## src/rtl/dft_seq_pkg.sv

```systemverilog
// Shared types for the dft kernel run sequencer: FSM states and error codes.
package dft_seq_pkg;

    localparam int ERR_W = 2;

    typedef enum logic [2:0] {
        IDLE,
        RUN,
        DRAIN,
        DONE,
        ERROR
    } seq_state_e;

    typedef enum logic [ERR_W-1:0] {
        ERR_NONE     = 2'd0,
        ERR_TIMEOUT  = 2'd1,
        ERR_SPURIOUS = 2'd2
    } err_code_e;

endpackage

```

## src/rtl/dft_seq_watchdog.sv

```systemverilog
// Stall watchdog: counts enabled cycles since the last clear and flags expiry
// on the cycle the count sits at TIMEOUT-1; the count then holds until cleared.
module dft_seq_watchdog #(
    parameter int TIMEOUT = 4096
) (
    input  logic clk,
    input  logic rst,
    input  logic clr,
    input  logic en,
    output logic expire
);

    localparam int W = $clog2(TIMEOUT) + 1;
    localparam logic [W-1:0] LAST = W'(TIMEOUT - 1);

    logic [W-1:0] cnt;
    logic         at_last;

    assign at_last = (cnt == LAST);
    assign expire  = en && !clr && at_last;

    always_ff @(posedge clk or posedge rst) begin
        if (rst) begin
            cnt <= '0;
        end else if (clr) begin
            cnt <= '0;
        end else if (en && !at_last) begin
            cnt <= cnt + 1'b1;
        end
    end

endmodule

```

## src/rtl/dft_run_sequencer.sv

```systemverilog
// Runs a batch of frames through the dft kernel's ap_start/ap_ready/ap_done/ap_continue
// handshake with at most MAX_OUT frames in flight, plus batch cycle meter and stall watchdog.
module dft_run_sequencer
    import dft_seq_pkg::*;
#(
    parameter int CNT_W   = 16,
    parameter int MAX_OUT = 2,
    parameter int TIMEOUT = 4096,
    parameter int CYC_W   = 32
) (
    input  logic             ap_clk,
    input  logic             ap_rst,
    input  logic             cmd_valid,
    output logic             cmd_ready,
    input  logic [CNT_W-1:0] cmd_frames,
    input  logic             err_clear,
    output logic             ap_start,
    input  logic             ap_ready,
    input  logic             ap_done,
    output logic             ap_continue,
    output logic             busy,
    output logic             batch_done,
    output logic             err,
    output logic [ERR_W-1:0] err_code,
    output logic [CNT_W-1:0] frames_done,
    output logic [CYC_W-1:0] batch_cycles
);

    localparam logic [CNT_W-1:0] MAX_OUT_C = CNT_W'(MAX_OUT);

    seq_state_e       state;
    err_code_e        err_q;
    logic [CNT_W-1:0] frames;
    logic [CNT_W-1:0] issued;
    logic [CNT_W-1:0] completed;
    logic [CNT_W-1:0] outstanding;
    logic             metering;

    logic             accept;
    logic             active;
    logic             issue;
    logic             spurious;
    logic             complete;
    logic             wd_expire;
    logic [CNT_W-1:0] issued_nxt;
    logic [CNT_W-1:0] completed_nxt;

    assign active        = (state == RUN) || (state == DRAIN);
    assign cmd_ready     = (state == IDLE) && !ap_rst;
    assign accept        = cmd_valid && cmd_ready;
    assign ap_start      = (state == RUN) && (issued < frames) && (outstanding < MAX_OUT_C);
    assign issue         = ap_start && ap_ready;
    // A done with nothing in flight is only legal when the matching start lands the same cycle.
    assign spurious      = active && ap_done && (outstanding == '0) && !issue;
    assign complete      = active && ap_done && !spurious;
    assign issued_nxt    = issued + CNT_W'(issue);
    assign completed_nxt = completed + CNT_W'(complete);

    assign busy          = active;
    assign err           = (state == ERROR);
    assign ap_continue   = (state != ERROR);
    assign err_code      = err_q;
    assign frames_done   = completed;

    dft_seq_watchdog #(
        .TIMEOUT (TIMEOUT)
    ) u_watchdog (
        .clk    (ap_clk),
        .rst    (ap_rst),
        .clr    (accept || issue || complete),
        .en     (active),
        .expire (wd_expire)
    );

    always_ff @(posedge ap_clk or posedge ap_rst) begin
        if (ap_rst) begin
            state        <= IDLE;
            err_q        <= ERR_NONE;
            frames       <= '0;
            issued       <= '0;
            completed    <= '0;
            outstanding  <= '0;
            metering     <= 1'b0;
            batch_cycles <= '0;
            batch_done   <= 1'b0;
        end else begin
            batch_done <= 1'b0;
            case (state)
                IDLE: begin
                    if (accept) begin
                        frames       <= cmd_frames;
                        issued       <= '0;
                        completed    <= '0;
                        outstanding  <= '0;
                        metering     <= 1'b0;
                        batch_cycles <= '0;
                        if (cmd_frames == '0) begin
                            state      <= DONE;
                            batch_done <= 1'b1;
                        end else begin
                            state <= RUN;
                        end
                    end
                end
                RUN, DRAIN: begin
                    // The cycle that trips an error is still a working cycle for the meter.
                    if (ap_start || metering) begin
                        metering <= 1'b1;
                        if (batch_cycles != '1) begin
                            batch_cycles <= batch_cycles + 1'b1;
                        end
                    end
                    if (spurious || wd_expire) begin
                        state <= ERROR;
                        if (err_q == ERR_NONE) begin
                            err_q <= spurious ? ERR_SPURIOUS : ERR_TIMEOUT;
                        end
                    end else begin
                        issued    <= issued_nxt;
                        completed <= completed_nxt;
                        case ({issue, complete})
                            2'b10:   outstanding <= outstanding + 1'b1;
                            2'b01:   outstanding <= outstanding - 1'b1;
                            default: outstanding <= outstanding;
                        endcase
                        if (state == RUN) begin
                            if (issued_nxt == frames) begin
                                state <= DRAIN;
                            end
                        end else if (completed_nxt == frames) begin
                            state      <= DONE;
                            batch_done <= 1'b1;
                        end
                    end
                end
                DONE: begin
                    state <= IDLE;
                end
                ERROR: begin
                    if (err_clear) begin
                        state <= IDLE;
                        err_q <= ERR_NONE;
                    end
                end
                default: begin
                    state <= IDLE;
                end
            endcase
        end
    end

endmodule

```

## config.mk

```make
export PLATFORM = sky130hd
export DESIGN_NAME = dft_run_sequencer
export DESIGN_NICKNAME = d
export VERILOG_FILES = /design/src/rtl/dft_seq_pkg.sv /design/src/rtl/dft_seq_watchdog.sv /design/src/rtl/dft_run_sequencer.sv
export SDC_FILE = /design/constraint.sdc
export NUM_CORES = 1
export LEC_CHECK = 0
export ABC_AREA = 0
export CORE_ASPECT_RATIO = 1.75
export CORE_MARGIN = 2
export CORE_UTILIZATION = 45
export CTS_CLUSTER_DIAMETER = 50
export DETAILED_ROUTE_END_ITERATION = 7
export GPL_ROUTABILITY_DRIVEN = 0
export MAX_ROUTING_LAYER = met4
export PLACE_DENSITY = 0.66
export RECOVER_POWER = 25
export SLEW_MARGIN = 20
export SYNTH_ARGS = -nofsm -noshare
export SYNTH_HDL_FRONTEND = slang
export SYNTH_SLANG_ARGS = --single-unit
```

## constraint.sdc

```tcl
create_clock -name ap_clk -period 7.6 [get_ports ap_clk]
set_input_delay 1.14 -clock ap_clk [delete_from_list [all_inputs] [get_ports ap_clk]]
set_output_delay 1.14 -clock ap_clk [all_outputs]
set_load 0.05 [all_outputs]
```

Word-level counts from Yosys, hierarchy flattened. Index checks and enable logic that the tools add are counted.

Add/subtract/negate cells: 6. Order comparisons: 2. Eq/ne operators: 20. Mux-type cells: 36. Reduce and logical (&&, ||, !) cells: 37.

Operators with widths (count): $pmux 16 s2 (4); $mux 32 (3); $mux 16 (4); $pmux 32 s2 (1); $add 16x1->16 (2); $add 32x1->32 const B (1); $eq 16x16->1 (2); $logic_not 16->1 (2); $ne 32x32->1 const B (1); $mux 13 (2); $mux 3 (6); $add 16x1->16 const B (1); $lt 16x16->1 (1); $lt 16x2->1 const B (1); $reduce_and 4->1 (4); $sub 16x1->16 const B (1); $ne 2x2->1 const B (7); $add 13x1->13 const B (1); $eq 13x12->1 const B (1); $logic_and 1x1->1 (12); $mux 2 (5); $pmux 3 s3 (1); $ne 4x4->1 const B (2); $mux 1 (7); 17 further kinds (29).

Flip-flop bits (word level): 116. Input bits: 22. Output and inout port bits: 56.

Depth between registers and ports, before layout.
Depth after elaboration: 15. Depth in mapped cells: 20. Mapped depth without buffers: 19.

Cells and area by module. From an unflattened synthesis, not the netlist that was laid out.

Cells, all modules: 864. Area, all modules: 7702.4 um2.

Modules (own cells, without submodules): dft_run_sequencer (instances 1, cells an instance 789, area each 6927.9 um2); dft_seq_watchdog (instances 1, cells an instance 75, area each 774.5 um2).

Worst setup path after synthesis. OpenSTA, ideal clock, no wires.

Kind: register to register. Start point: register frames[6]. End point: register outstanding[15]. Library setup time: 133 ps. Arrival: 4649 ps. Slack: 2818 ps. Stages on the path, launching flop included: 17. Path buffers: 0. Clock period less this slack: 4782 ps. Cell sequence: dfrtp_1 > inv_1 > ha_1 > and3_1 > or3b_2 > nor3_1 > o41ai_4 > a21oi_2 > ha_1 > a211o_1 > a211oi_1 > o21bai_1 > o311ai_0 > o22ai_1 > o41ai_1 > mux2i_1 > o211ai_1.

Word-level cells in the longest chain between the ends: 15. Elaborated cells on any way between the ends: 22. Those cells by class: 1 x order compare; 4 x eq/ne; 3 x mux; 14 x reduce/logical.

Ends and longest elaborated chain: from (decl) (RTL line dft_run_sequencer.sv:33) `logic [CNT_W-1:0] frames;`; from (signal assigned) (RTL line dft_run_sequencer.sv:91) `frames <= cmd_frames;`; $lt 16x16->1 * (RTL line dft_run_sequencer.sv:51) `assign ap_start = (state == RUN) && (issued < frames) && (outstanding < MAX_OUT_C);`; $logic_and 1x1->1 * (2 in series) (RTL line dft_run_sequencer.sv:51); $logic_and 1x1->1 * (RTL line dft_run_sequencer.sv:52) `assign issue = ap_start && ap_ready;`; branches (longest 11 deep; another with $pmux 16 s2); to (signal assigned) (RTL line dft_run_sequencer.sv:122) `2'b10: outstanding <= outstanding + 1'b1;`; to (signal assigned) (RTL line dft_run_sequencer.sv:123) `2'b01: outstanding <= outstanding - 1'b1;`; to (signal assigned) (RTL line dft_run_sequencer.sv:124) `default: outstanding <= outstanding;`; to (decl) (RTL line dft_run_sequencer.sv:36) `logic [CNT_W-1:0] outstanding;`.

Mark *: on every way between the ends. The select of a mux whose other input is x is not followed. A chain may end at the register's enable or synchronous reset.

Final worst setup path.
Start point: register frames[11]. End point: register outstanding[15].

Same word-level chain as after synthesis.

==> flow_summary_export.csv <==
group,metric,value,unit
place,dpl-instance-area,8470,um2
critical_path,ff2ff_path_depth,16,
global_routing,grt_first_pass_wirelength,32.7,mm
floorplan,die-area,17900,um2
flow_run,drv_cap,2,
global_routing,grt_pass1_vias,6512,
synthesis,syn_inst,834,
pwr,seq_power_share,28.1,%
clock_network,cts_tree,"yes",
sta,slew_viol_final,119,
global_routing,busiest_layer,"met2",
pwr,leakagePower,3.84,nW
critical_path,critPathKind,"flip-flop to flip-flop",
global_routing,grtUsageMet3,3.42,%
route,drc,0,
critical_path,startpoint_type,"flip-flop",
synthesis,synth_fa_ha_area_share,6.24,%
synthesis,synth_ff_type,"dfrtp_1",
critical_path,r2r_setup_slack,1.94,ns
synthesis,ys_types,65,
clock_network,clk_latency,0.42,ns
route,dr_total_vias,6537,
pwr,p_int,1.73,mW
clock_network,cts-root-buf,"clkbuf_16",
synthesis,synth-seq-area-share,38.5,%
global_routing,track_usage,24.3,%
global_routing,grt_max_degree,68,
pwr,switching_share,42.7,%
clock_network,cts_buffers,17,
sta,setup_viol,0,
pwr,share_comb_of_total_power,44.0,%
clock_network,postCtsHoldBufs,0,
cells_and_area,num-nets-final,962,
critical_path,path_cells,"inv_1 -> ha_1 -> nand4_1 -> or3b_2 -> nor3_1 -> o41ai_4 -> a21oi_2 -> ha_1 -> a211o_1 -> a211oi_1 -> o21bai_1 -> o311ai_0 -> o22ai_1 -> o41ai_1 -> mux2i_1 -> o211ai_1",
route,drt_iter0_drc,367,
place,dp.final_hpwl,14.5,mm
route,wl_per_cell,17.8,um
cells_and_area,fin_util,55.2,%
critical_path,r2r_end,"outstanding[15]$_DFFE_PP0P_",
pwr,power.switching,1.29,mW
critical_path,critical-path-max-stage-delay,0.79,ns
cells_and_area,drive_gt1_share,7.97,%
run_status,status,"finished, violations left",
sta,timing.fmax,177,MHz
clock_network,cts.htree.levels,4,
critical_path,crit_fanout,19,
critical_path,cp-end-kind,"flip-flop",
pwr,power_density,332,nW/um2
sta,hold_viol,0,
sta,fin_tns_setup,0,ns
critical_path,critPathSlowestCell,"a21oi_2",
synthesis,synth-seq-cells,116,
critical_path,required,7.89,ns
synthesis,syn-cell-area,7540,um2
sta,slew_headroom,-104,%
sta,skew,0.0137,ns
cells_and_area,antenna_cells,0,
clock_network,cts_resized,0,
route,routed_wl,20.3,mm
synthesis,synth_edf_count,0,
sta,worst_pin_slew,3.05,ns
sta,fin_crit_sh,74.5,%
critical_path,crit_path_frequent_cell,"ha_1",
synthesis,yosys_warnings,0,
synthesis,yosys.area_share.simple,21.6,%
critical_path,worst_ep_arrival_time,5.95,ns
hold_path,min-delay-start,"outstanding[4]$_DFFE_PP0P_",
synthesis,async_reset_ff_share,100,%
synthesis,synth_top_family_by_area,"simple AND/OR/NAND/NOR gates",
route,ant_nets,0,
cells_and_area,final_area,9080,um2
cells_and_area,area_growth,20.4,%
sta,rsz0062_at_grt,"false",
floorplan,die_h,175,um
route,via_per_inst,5.73,
floorplan,core_area,16400,um2
global_routing,grt_use_met1,26.5,%
floorplan,io_pins,78,
clock_network,clk_path_buf_depth,2,
critical_path,crit_family,"compound AO/OA/AOI/OAI gates",
synthesis,synthXorXnorAreaFrac,11.0,%
place,io_buffer_count,77,
pwr,p_clk_share,27.9,%
critical_path,critPathBufInv,1,
synthesis,synth_compound_area_share,17.4,%
synthesis,muxShareOfSynthArea,1.34,%
floorplan,start_util,45.9,%
global_routing,grtUsageMet2,41.3,%
floorplan,num_rows,62,
floorplan,die_w,102,um
sta,period_minus_slack,5.66,ns
clock_network,clkTransAtPathRegs,0.06,ns
run_status,violations,"capacitance limit, slew limit",
global_routing,antenna_found_initial,0,
hold_path,min_path_type,"flip-flop to flip-flop",
clock_network,post_cts_buffers,0,
hold_path,worstHoldPathCells,2,
critical_path,rr_startpoint,"frames[11]$_DFFE_PP0P_",
global_routing,grt.overflow.total,0,
clock_network,clock-sinks,116,
route,first_pass_iters,5,
pwr,vdd_drop_max,0.000204,V
hold_path,whs_endpoint,"outstanding[4]$_DFFE_PP0P_",
synthesis,syn_nets,893,
synthesis,syn_area_per_cell,9.04,um2
[layout by cell type (no fill, tap or decap), types with 15 or more instances in the layout]
cell / n
nand2_1: 90
a22o_1: 16
nand4_1: 20
a21oi_1: 28
nor2_1: 72
xnor2_1: 67
nand3_1: 29
ha_1: 36
xor2_1: 28
inv_1: 30
dfrtp_1: 116
clkdlybuf4s50_1: 76
o21ai_0: 57
nor3_1: 22
clkbuf_16: 17
nor4_1: 15
[how the worst max path moves through the flow]
stage	startpoint	endpoint	depth (start not counted)
CTS	frames[11]$_DFFE_PP0P_	outstanding[15]$_DFFE_PP0P_	16
global route	ap_rst	batch_cycles[28]$_DFFE_PP0P_	3
floorplan	frames[6]$_DFFE_PP0P_	outstanding[15]$_DFFE_PP0P_	16
finish	frames[11]$_DFFE_PP0P_	outstanding[15]$_DFFE_PP0P_	16
detailed placement	frames[11]$_DFFE_PP0P_	outstanding[15]$_DFFE_PP0P_	16
global placement	frames[11]$_DFFE_PP0P_	outstanding[15]$_DFFE_PP0P_	16
[state kept, by name (all words and copies together) (netlist names)]
register and count:
issued 16, outstanding 16, frames 16, frames_done 16
u_watchdog.cnt 13, metering 1, err_code 2, batch_done 1
state 3, batch_cycles 32
[metrics by stage]
step	instances	worst slack, ns	total power, mW	hold WS, ns
final	1140	1.94	3.02	0.521
after global placement	1108	2.08	2.16	0.508
after detailed placement	1108	1.98	2.17	0.519
after global routing	1140	1.09	3.21	0.553
after CTS	1140	1.95	3.02	0.530
after floorplan	834	2.82	1.85	0.478
[power groups by stage]
stage | logic (mW) | clock network (mW) | registers, mW
2_1_floorplan | 0.981 | 0 | 0.868
3_3_place_gp | 1.30 | 0 | 0.854
3_5_place_dp | 1.32 | 0 | 0.858
4_1_cts | 1.32 | 0.853 | 0.847
5_1_grt | 1.47 | 0.876 | 0.865
6_report | 1.33 | 0.843 | 0.848
[routing by layer]
layer / share of wire, % / vias up
met1: 38 / 3172
met4: 5.5 / 0
met2: 53 / 181
met3: 3.4 / 68
li1: - / 3116
met5: 0 / -
[layout make-up]
| cell class | instances | area [um2] |
|---|---|---|
| Fill cell | 1551 | 7370 |
| Multi-Input combinational cell | 653 | 4350 |
| Sequential cell | 116 | 2900 |
| Timing Repair Buffer | 83 | 812 |
| Clock buffer | 19 | 443 |
| Tap cell | 224 | 280 |
| Clock inverter | 13 | 173 |
| Inverter | 32 | 121 |
[Yosys cell counts (all sizes together), types with 6 or more instances]
cell type	instances	area share (%)
a211oi	12	1.9
a21o	13	1.3
a21oi	34	2.6
a22o	16	1.9
and2	11	0.91
and3	12	1.0
and4	7	0.81
buf	14	1.4
clkbuf	19	0.95
dfrtp	116	38
ha	36	6.0
inv	31	1.5
mux2i	9	1.2
nand2	90	4.5
nand2b	14	1.2
nand3	29	1.9
nand4	20	1.7
nor2	73	3.6
nor3	24	1.8
nor4	17	1.6
o211ai	6	0.60
o21ai	67	4.5
o31ai	6	0.60
or3	7	0.65
xnor2	67	7.8
xor2	28	3.3
[tightest hold or removal path, stage by stage (launching register included)]
cell     delay (ns)
dfrtp_1        0.37
nand2_1        0.05
o21ai_0        0.07
[kinds of logic (layout without fill, tap and decap cells)]
family          Yosys count  count (layout)
buf+inv                  65             147
flops                   116             116
compound gates          188             188
simple gates            323             323
mux                      10              10
fa+ha+maj                37              37
xor+xnor                 95              95
Note: power is estimated with default switching activity, not from simulation.
